<file path="src/rtl/rns_9_8_7_pkg.sv">
// rns_9_8_7_pkg
// Shared constants for the {7, 8, 9} residue number system datapath.
// It holds the moduli, the dynamic range, the CRT reconstruction weights,
// the residue widths, the comparison constant and the packed flag type
// used by the threshold comparator.
package rns_9_8_7_pkg;

    // Moduli and dynamic range (M = 7 * 8 * 9)
    localparam int unsigned M1 = 7;
    localparam int unsigned M2 = 8;
    localparam int unsigned M3 = 9;
    localparam int unsigned M  = M1 * M2 * M3;

    // Residue and result widths
    localparam int unsigned X1_W  = 3;
    localparam int unsigned X2_W  = 3;
    localparam int unsigned X3_W  = 4;
    localparam int unsigned BIN_W = 9;
    localparam int unsigned SUM_W = 13;

    // CRT weights: each is 1 modulo its own modulus and 0 modulo the others
    localparam int unsigned W1 = 288;
    localparam int unsigned W2 = 441;
    localparam int unsigned W3 = 280;

    // Fixed threshold the comparator tests against
    localparam logic [BIN_W-1:0] CMP_CONST = 9'd10;

    // Registered comparison result, one-hot for legal inputs, all-zero if invalid
    typedef struct packed {
        logic le;
        logic eq;
        logic gr;
    } cmp_flags_t;

endpackage

</file>
<file path="src/rtl/rns_to_bin_9_8_7.sv">
// rns_to_bin_9_8_7
// Purely combinational reverse converter from {7, 8, 9} residues to a 9-bit
// unsigned binary value using the Chinese Remainder Theorem.
// Ports:
//   x1      in  3  residue mod 7 (legal 0..6)
//   x2      in  3  residue mod 8 (legal 0..7)
//   x3      in  4  residue mod 9 (legal 0..8)
//   x       out 9  reconstructed value 0..503 (don't care when invalid)
//   invalid out 1  high when x1 or x3 holds an out-of-range residue
module rns_to_bin_9_8_7
    import rns_9_8_7_pkg::*;
(
    input  logic [X1_W-1:0]  x1,
    input  logic [X2_W-1:0]  x2,
    input  logic [X3_W-1:0]  x3,
    output logic [BIN_W-1:0] x,
    output logic             invalid
);

    localparam logic [SUM_W-1:0] W1_S = SUM_W'(W1);
    localparam logic [SUM_W-1:0] W2_S = SUM_W'(W2);
    localparam logic [SUM_W-1:0] W3_S = SUM_W'(W3);

    // Multiples of M used by the restoring reduction below
    localparam logic [SUM_W-1:0] M_X8 = SUM_W'(8 * M);
    localparam logic [SUM_W-1:0] M_X4 = SUM_W'(4 * M);
    localparam logic [SUM_W-1:0] M_X2 = SUM_W'(2 * M);
    localparam logic [SUM_W-1:0] M_X1 = SUM_W'(M);

    logic [SUM_W-1:0] sum;
    logic [SUM_W-1:0] rem;

    // The weighted sum tops out at 7055 < 14 * 504, so the quotient fits in
    // four bits and a four-step restoring subtraction (8M, 4M, 2M, M) leaves
    // exactly sum mod 504 without a general divider.
    always_comb begin
        sum = W1_S * SUM_W'(x1) + W2_S * SUM_W'(x2) + W3_S * SUM_W'(x3);
        rem = sum;
        if (rem >= M_X8) rem = rem - M_X8;
        if (rem >= M_X4) rem = rem - M_X4;
        if (rem >= M_X2) rem = rem - M_X2;
        if (rem >= M_X1) rem = rem - M_X1;
        x = rem[BIN_W-1:0];
    end

    // x2 spans its full 3-bit range, so only x1 and x3 can be illegal
    always_comb begin
        invalid = (x1 >= X1_W'(M1)) || (x3 >= X3_W'(M3));
    end

endmodule

</file>
<file path="src/rtl/compare_9_8_7_const_10.sv">
// compare_9_8_7_const_10
// Compares an RNS-encoded unsigned value X (moduli 7, 8, 9; range 0..503)
// against the constant 10 and registers one-hot less/equal/greater flags.
// Ports:
//   clk  in  1  system clock, rising edge
//   rst  in  1  asynchronous active-high reset, clears all flags
//   x1   in  3  residue X mod 7
//   x2   in  3  residue X mod 8
//   x3   in  4  residue X mod 9
//   le   out 1  X < 10   (registered)
//   eq   out 1  X == 10  (registered)
//   gr   out 1  X > 10   (registered)
// Illegal residues register as all-zero flags.
module compare_9_8_7_const_10
    import rns_9_8_7_pkg::*;
(
    input  logic            clk,
    input  logic            rst,
    input  logic [X1_W-1:0] x1,
    input  logic [X2_W-1:0] x2,
    input  logic [X3_W-1:0] x3,
    output logic            le,
    output logic            eq,
    output logic            gr
);

    logic [BIN_W-1:0] x_bin;
    logic             invalid;
    cmp_flags_t       flags_next;
    cmp_flags_t       flags_q;

    rns_to_bin_9_8_7 u_rns_to_bin (
        .x1      (x1),
        .x2      (x2),
        .x3      (x3),
        .x       (x_bin),
        .invalid (invalid)
    );

    // Unsigned 9-bit compare; an invalid input suppresses every flag so that
    // downstream logic can recognise all-zero as "no decision"
    always_comb begin
        flags_next = '0;
        if (!invalid) begin
            flags_next.le = (x_bin <  CMP_CONST);
            flags_next.eq = (x_bin == CMP_CONST);
            flags_next.gr = (x_bin >  CMP_CONST);
        end
    end

    always_ff @(posedge clk or posedge rst) begin
        if (rst) begin
            flags_q <= '0;
        end else begin
            flags_q <= flags_next;
        end
    end

    assign le = flags_q.le;
    assign eq = flags_q.eq;
    assign gr = flags_q.gr;

endmodule

</file>
<file path="config.mk">
export PLATFORM = sky130hd
export DESIGN_NAME = compare_9_8_7_const_10
export DESIGN_NICKNAME = d
export VERILOG_FILES = /design/src/rtl/rns_9_8_7_pkg.sv /design/src/rtl/rns_to_bin_9_8_7.sv /design/src/rtl/compare_9_8_7_const_10.sv
export SDC_FILE = /design/constraint.sdc
export NUM_CORES = 1
export LEC_CHECK = 0
export CAP_MARGIN = 10
export CELL_PAD_IN_SITES_DETAIL_PLACEMENT = 2
export CELL_PAD_IN_SITES_GLOBAL_PLACEMENT = 2
export CORE_MARGIN = 3
export CORE_UTILIZATION = 41
export CTS_BUF_LIST = sky130_fd_sc_hd__clkbuf_2 sky130_fd_sc_hd__clkbuf_4 sky130_fd_sc_hd__clkbuf_8
export CTS_CLUSTER_DIAMETER = 150
export DETAILED_ROUTE_END_ITERATION = 10
export GPL_ROUTABILITY_DRIVEN = 1
export PLACE_DENSITY_LB_ADDON = 0.1
export SYNTH_ARGS = -nofsm -noshare
export SYNTH_HDL_FRONTEND = slang
export SYNTH_HIERARCHICAL = 1
export SYNTH_SLANG_ARGS = --single-unit
</file>
<file path="constraint.sdc">
create_clock -name clk -period 0.9 [get_ports clk]
set_input_delay 0.18 -clock clk [delete_from_list [all_inputs] [get_ports clk]]
set_output_delay 0.18 -clock clk [all_outputs]
set_load 0.01 [all_outputs]
</file>
==> metrics.log, run 1 <==
INFO  metric xor_xnor_fraction_of_synth_area = roughly 7.6%
INFO  metric syn-mean-instance-area = 8.15 um^2
INFO  metric floorplan.rows = 28
INFO  metric yosysWarnings = 6
INFO  metric detailed_place_hpwl = 10900 um
INFO  metric routabilityCongestion = 0.892
INFO  metric synth_sequential_area_ratio = under 10%
INFO  metric synth_enable_flop_cells = 0
INFO  metric synth_top_family_by_area = compound AO/OA/AOI/OAI gates
INFO  metric outcome = did not finish
INFO  metric synth-async-reset-ratio = 100%
INFO  metric ys_seq_elements = 3
INFO  metric yosys.cell_types.count = 76
INFO  metric synth-compound-area-share = between 30% and 40%
INFO  metric synthMuxAreaShare = about 3.7%
INFO  metric design.portCount = 15
INFO  metric post_synth_instance_area = 2600 um^2
INFO  metric flow.stopped_at = detailed placement
INFO  metric dominantRegCellSynth = dfrtp_1
INFO  metric synth_nets = 378
INFO  metric synth-adder-area-share = 26.4%
INFO  metric die-width = 85.7 um
INFO  metric initial_utilization = ~43%
INFO  metric first-error = [ERROR DPL-0033] detailed placement checks failed during check placement.
INFO  metric numPortBuffers = 14
INFO  metric post_synth_inst_count = roughly 320
INFO  metric dieHeight = ~86 um
INFO  metric synth-simple-area-share = 21.7%
==> stage by stage <==
step	hold WS, ns	cells	cell area (um^2)	setup WS (ns)
3_3_place_gp	0.357	530	3950	-6.92
2_1_floorplan	-0.0664	319	2790	-6.24
==> Yosys cell counts (all sizes together) (4+ instances only) <==
library cell   n  area share [%]
o21a           6             1.7
o211ai         7             2.2
o211a          4             1.5
nor4           5             1.4
inv           40             5.8
nand2         14             2.0
nand4          7             1.9
ha            34              16
a31oi         10             2.4
a211oi         7             2.9
nand3          9             1.7
xnor2         14             5.3
mux2i          4             1.7
fa            13              10
nor2          16             2.6
nor3          14             3.5
or4            4             1.3
o21ai         19             3.8
and2           8             1.9
mux2           4             2.0
xor2           6             2.3
a21oi         16             3.7
==> cell families after synthesis <==
logic type	after synthesis
flops	3
fa+ha+maj	47
buf+inv	44
mux	8
xor+xnor	20
simple gates	96
compound gates	101
==> inputs of run 2 (changes only) <==
Settings changed: CELL_PAD_IN_SITES_DETAIL_PLACEMENT 2 to not set, CELL_PAD_IN_SITES_GLOBAL_PLACEMENT 2 to not set, CORE_UTILIZATION 41 to 40, CTS_BUF_LIST sky130_fd_sc_hd__clkbuf_2 sky130_fd_sc_hd__clkbuf_4 sky130_fd_sc_hd__clkbuf_8 to not set, CTS_CLUSTER_DIAMETER 150 to not set, PLACE_DENSITY_LB_ADDON 0.1 to 0.15.
==> run 2 against run 1 <==
The flow now finishes, with violations (setup timing). Area after synthesis unchanged. Synthesized cell count unchanged.
==> metrics.log, run 2 <==
INFO  metric yosysWarnings = 6 (unchanged)
INFO  metric finalWirelength = 8530 um
INFO  metric worst_ep_required_time = 1.04 ns
INFO  metric antenna_cells_inserted = 0
INFO  metric growth_of_design_area_from_synthesis_to_finish = 73.0%
INFO  metric timing.final.crit_period = 7.16 ns
INFO  metric syn-mean-instance-area = 8.15 um^2 (unchanged)
INFO  metric cts-root-buf = clkbuf_8
INFO  metric layout_commonest_cell = buf_4
INFO  metric tritoncts_clock_tree = done
INFO  metric most_frequent_cells_in_the_layout = buf_4, inv_1, ha_1
INFO  metric drt_drc_violations_left = 0
INFO  metric yosysTopAreaCell = ha_1 (unchanged)
INFO  metric core_area = 6100 um^2
INFO  metric synthMuxAreaShare = 3.70% (unchanged)
INFO  metric critical_path_peak_fanout = 4
INFO  metric design.portCount = 15 (unchanged)
INFO  metric synth.cells.most_frequent = inv_1, ha_1, nor2_1 (unchanged)
INFO  metric detailed_place_hpwl = 6550 um (was 10900 um)
INFO  metric grt_setup_unrepaired = true
INFO  metric vias = 3095
INFO  metric critPathSlowestCell = or4_4
INFO  metric post-route-period-util = 795%
INFO  metric crit_path_frequent_cell = ha_4
INFO  metric postLayoutSetupSlackWorst = -6.26 ns
INFO  metric post_synth_inst_count = 319 (unchanged)
INFO  metric critPathKind = in2reg
INFO  metric drv_cap = 0
INFO  metric synth-compound-area-share = 31.0% (unchanged)
INFO  metric end_kind = flip-flop
INFO  metric route.antenna.remaining_nets = 0
INFO  metric synth-adder-area-share = 26.4% (unchanged)
INFO  metric outcome = finished with violations (was did not finish)
INFO  metric synthTopCellsByArea = ha_1, fa_1, inv_1 (unchanged)
INFO  metric ctsHoldBuffers = 0
INFO  metric worstPathArrival = 7.30 ns
INFO  metric grt_start_max_net_pins = 9
INFO  metric synth_nets = 378 (unchanged)
INFO  metric n_fill_cell = 454
INFO  metric routabilityCongestion = 0.913 (was 0.892)
INFO  metric dieHeight = 86.6 um (was 85.7 um)
INFO  metric synth-simple-area-share = 21.7% (unchanged)
INFO  metric worst_relative_slew_slack = 56.2%
INFO  metric grt_pass1_wl = about 14000 um
INFO  metric clock_sinks = 3
INFO  metric cp_slowest_stage_delay = 0.54 ns
INFO  metric floorplan.rows = 28 (unchanged)
INFO  metric finalSetupViolations = 3
INFO  metric synth_sequential_area_ratio = 2.89% (unchanged)
INFO  metric globalRoute.totalOverflow = 0
INFO  metric maxClockFrequency = between 0.1 and 0.15 GHz
INFO  metric setup-tns-final = -18.73 ns
INFO  metric die-area = about 7500 um^2
INFO  metric post_drt_via_cell_ratio = between 5 and 6
INFO  metric initial_utilization = 42.7% (was 43.2%)
INFO  metric yosys.cell_types.count = 76 (unchanged)
INFO  metric stdcell_area = around 4500 um^2
INFO  metric vias_in_the_first_global_route = 3212
INFO  metric drt_iter0_markers = approximately 140
INFO  metric die-width = 86.6 um (was 85.7 um)
INFO  metric xor_xnor_fraction_of_synth_area = 7.60% (unchanged)
INFO  metric antenna_violations_before_repair = 0
INFO  metric numCtsBuffers = 3
INFO  metric detailedRoute.firstPassIterationCount = 4
INFO  metric synth_enable_flop_cells = 0 (unchanged)
INFO  metric path_clk_slew = approximately 0.030 ns
INFO  metric hold_crit_class = in2async
INFO  metric synth-async-reset-ratio = 100% (unchanged)
INFO  metric dominantRegCellSynth = dfrtp_1 (unchanged)
INFO  metric timing.final.hold_violations = 0
INFO  metric worst-slew-pin-transition = 0.652 ns
INFO  metric synth_top_area_share = 16.4% (unchanged)
INFO  metric synth_top_family_by_area = compound AO/OA/AOI/OAI gates (unchanged)
INFO  metric yosys.cell_count.top_type = inv_1 (unchanged)
INFO  metric post_drt_wl_per_cell = approximately 15 um
INFO  metric slew_viol_final = 0
INFO  metric post_synth_instance_area = 2600 um^2 (unchanged)
INFO  metric clk_path_buf_depth = 2
INFO  metric top_usage_layer = met2
INFO  metric final_net_count = 548
INFO  metric numPortBuffers = 14 (unchanged)
INFO  metric h_tree_lvls = 1
INFO  metric ys_seq_elements = 3 (unchanged)
INFO  metric grt.met2_usage = 41.5%
INFO  metric dpl_cell_area = between 3000 and 4000 um^2
INFO  metric worst_setup_path_start_kind = primary input
INFO  metric grt.met1_usage = between 20% and 30%
INFO  metric worst_hold_slack = 0.135 ns
INFO  metric ratio_of_cells_with_drive_above_1_in_the_final_layout = 51.6%
INFO  metric grt.total_usage = 22.3%
INFO  metric violations = setup timing
INFO  metric gr-usage-met3 = 1.33%
==> run 2: cell counts after synthesis <==
Identical to the previous run, type by type.
==> run 2: cell families after synthesis <==
group                      after synthesis
adders and majority gates               47
and+or+nand+nor                         96
muxes                                    8
xor gates and xnor gates                20
buffers and inverters                   44
DFF                                      3
AOI/OAI and AO/OA                      101
==> run 2: worst paths after layout <==
kind | startpoint | end | slack [ns] | depth (start not counted)
worst max-delay path | x3[2] | eq | -6.26 | 37
worst min-delay path | rst | gr | 0.14 | 2
max in group asynchronous | rst | le | 0.63 | 2
min in group clk | x2[1] | le | 0.56 | 4
==> run 2: timing repair <==
item,in CTS,in global routing
pin swaps,42,51
endpoints found under the hold margin,0,0
setup buffers,19,16
gates resized for setup,45,44
endpoints found under the setup margin,6,3
==> run 2: metrics by stage <==
step / setup WS [ns] / cells / utilization, %
global placement: -7.05 / 527 / 64.3
floorplan: -6.24 / 319 / -
finish: -6.26 / 563 / 73.8
detailed placement: -7.10 / 527 / 64.3
global route: -6.57 / 563 / 73.8
CTS: -6.30 / 550 / 68.4
==> run 2: area by class of cell <==
type	count	area (um^2)	area share, %
clock buffer	4	45.0	1.00
inverter	40	163	3.61
tap	75	93.8	2.09
timing repair buffer	169	1330	29.6
sequential	3	75.1	1.67
multi-input combinational	272	2790	62.0
==> run 2: metal layers <==
metal,vias to the layer above,routed length [um]
met2,54,4480
met5,-,0
met3,8,221
met4,0,57
met1,1509,3780
li1,1524,-
==> run 2: critical path, delay by kind of cell <==
family          cells  cell delay, ns
compound gates     10            1.76
xor+xnor            4            0.61
fa+ha+maj           8            2.39
buf+inv             6            0.40
mux                 2            0.55
simple gates        7            1.38
Power of run 2 is not shown: default switching activity piles up to over one toggle a cycle in this logic, so the estimate is an artifact.
==> inputs of run 3 (changes only) <==
Settings changed: CORE_MARGIN 3 to 8, PLACE_DENSITY_LB_ADDON 0.15 to not set.
==> run 3 against run 2 <==
Critical path depth decreased by 1. Routed wire length is 2.6% higher. Sequential share of layout area about the same. Highest routed layer unchanged. Via count decreased by 1.5%. Non-clock buffer count down 16. Worst hold slack worse by 0.0062 ns. Die area increased by 24%. Worst setup slack got worse by 0.081 ns. First-iteration DRC count is 27% lower. Sequential cell count did not move. The flow still finishes with violations (setup timing). Global-route usage down 5.1 points. Core utilization shrank 4.4 points.
==> metrics.log, run 3 (synthesized netlist as in run 2, its figures left out) <==
INFO  metric critical_path.top_delay_family = adder cells (unchanged)
INFO  metric dieHeight = 96.6 um (was 86.6 um)
INFO  metric hold_crit_class = in2async (unchanged)
INFO  metric critPathSlowestCell = fa_1 (was or4_4)
INFO  metric cts-root-buf = clkbuf_8 (unchanged)
INFO  metric grt_start_max_net_pins = 9 (unchanged)
INFO  metric globalRoute.totalOverflow = 0 (unchanged)
INFO  metric drt_drc_violations_left = 0 (unchanged)
INFO  metric outcome = finished with violations (unchanged)
INFO  metric ratio_of_cells_with_drive_above_1_in_the_final_layout = 49.4% (was 51.6%)
INFO  metric core_area = 6310 um^2 (was 6100 um^2)
INFO  metric clk_path_buf_depth = 2 (unchanged)
INFO  metric violations = setup timing (unchanged)
INFO  metric timing.final.hold_violations = 0 (unchanged)
INFO  metric drt_iter0_markers = 101 (was 138)
INFO  metric floorplan.rows = 29 (was 28)
INFO  metric detailedRoute.firstPassIterationCount = 4 (unchanged)
INFO  metric post-route-period-util = 804% (was 795%)
INFO  metric ctsHoldBuffers = 0 (unchanged)
INFO  metric vias_in_the_first_global_route = 3104 (was 3212)
INFO  metric layout_commonest_cell = buf_4 (unchanged)
INFO  metric drv_cap = 0 (unchanged)
INFO  metric worst_setup_path_start_kind = primary input (unchanged)
INFO  metric worst-slew-pin-transition = 0.528 ns (was 0.652 ns)
INFO  metric postLayoutSetupSlackWorst = -6.34 ns (was -6.26 ns)
INFO  metric die-width = 96.6 um (was 86.6 um)
INFO  metric worst_ep_required_time = 0.99 ns (was 1.04 ns)
INFO  metric detailed_place_hpwl = 6560 um (was 6550 um)
INFO  metric cp.buffers_inverters = 8 (was 6)
INFO  metric path_clk_slew = 0.03 ns (about the same)
INFO  metric routabilityCongestion = 0.850 (was 0.913)
INFO  metric end_kind = flip-flop (unchanged)
INFO  metric n_fill_cell = 494 (was 454)
INFO  metric grt_setup_unrepaired = true (unchanged)
INFO  metric tritoncts_clock_tree = done (unchanged)
INFO  metric clock_sinks = 3 (unchanged)
INFO  metric slew_viol_final = 0 (unchanged)
INFO  metric design.portCount = 15 (unchanged)
INFO  metric finalWirelength = 8750 um (was 8530 um)
INFO  metric h_tree_lvls = 1 (unchanged)
INFO  metric antenna_cells_inserted = 0 (unchanged)
INFO  metric crit_path_frequent_cell = ha_4 (unchanged)
INFO  metric grt.total_usage = 17.2% (was 22.3%)
INFO  metric post_drt_wl_per_cell = 15.9 um (was 15.2 um)
INFO  metric dpl_cell_area = 3870 um^2 (was 3920 um^2)
INFO  metric critical_path_peak_fanout = 6 (was 4)
INFO  metric worst_relative_slew_slack = 64.5% (was 56.2%)
INFO  metric final_net_count = 532 (was 548)
INFO  metric antenna_violations_before_repair = 0 (unchanged)
INFO  metric grt_pass1_wl = 14200 um (was 14000 um)
INFO  metric growth_of_design_area_from_synthesis_to_finish = 68.4% (was 73.0%)
INFO  metric cp_slowest_stage_delay = 0.55 ns (was 0.54 ns)
INFO  metric worstPathArrival = 7.33 ns (was 7.30 ns)
INFO  metric finalSetupViolations = 3 (unchanged)
INFO  metric numPortBuffers = 14 (unchanged)
INFO  metric post_drt_via_cell_ratio = 5.55 (was 5.50)
INFO  metric die-area = 9340 um^2 (was 7510 um^2)
INFO  metric timing.final.crit_period = 7.24 ns (was 7.16 ns)
INFO  metric multi_input_area = 2790 um^2 (about the same)
INFO  metric initial_utilization = 41.2% (was 42.7%)
INFO  metric vias = 3049 (was 3095)
INFO  metric most_frequent_cells_in_the_layout = buf_4, inv_1, ha_1 (unchanged)
INFO  metric maxClockFrequency = 0.138 GHz (was 0.140 GHz)
INFO  metric numCtsBuffers = 3 (unchanged)
INFO  metric stdcell_area = 4380 um^2 (was 4500 um^2)
INFO  metric critPathKind = in2reg (unchanged)
INFO  metric route.antenna.remaining_nets = 0 (unchanged)
INFO  metric seq_area = 75.1 um^2 (unchanged)
[run 3: layer usage]
layer / track usage, % / part of all wire, %
met1: 21.3 / 45
met2: 31.9 / 52
met3: 0.498 / 2.3
met4: 3.31 / 0.63
met5: 0 / 0
[run 3: timing repair]
action | in CTS | in global routing
setup endpoints to repair | 6 | 4
pin swaps | 45 | 39
gates resized for setup | 57 | 29
buffers inserted | 19 | 4
hold endpoints to repair | 0 | 0
[run 3: stage by stage]
step / utilization [%] / hold WS, ns / worst slack (ns) / TNS [ns] / instances
after floorplan: - / -0.0664 / -6.24 / -18.65 / 319
after global placement: 61.4 / 0.350 / -6.83 / -20.83 / 523
after detailed placement: 61.4 / 0.364 / -6.91 / -21.07 / 523
after CTS: 67.0 / 0.133 / -6.28 / -18.57 / 546
after global routing: 69.4 / 0.141 / -6.58 / -19.62 / 549
final: 69.4 / 0.129 / -6.34 / -18.78 / 549
[run 3: path summary, 6_finish.rpt]
kind / startpoint / end / slack [ns] / cells past startpoint
max: x3[2] / gr / -6.34 / 36
min: rst / le / 0.13 / 2
max in group asynchronous: rst / eq / 0.64 / 2
min in group clk: x2[2] / eq / 0.53 / 4
[run 3: area by class of cell]
class | count | share of cell area [%]
multi-input combinational | 272 | 63.6
timing repair buffer | 153 | 27.7
inverter | 40 | 3.71
tap | 77 | 2.20
sequential | 3 | 1.71
clock buffer | 4 | 1.03
Power of run 3 is left out for the same reason.
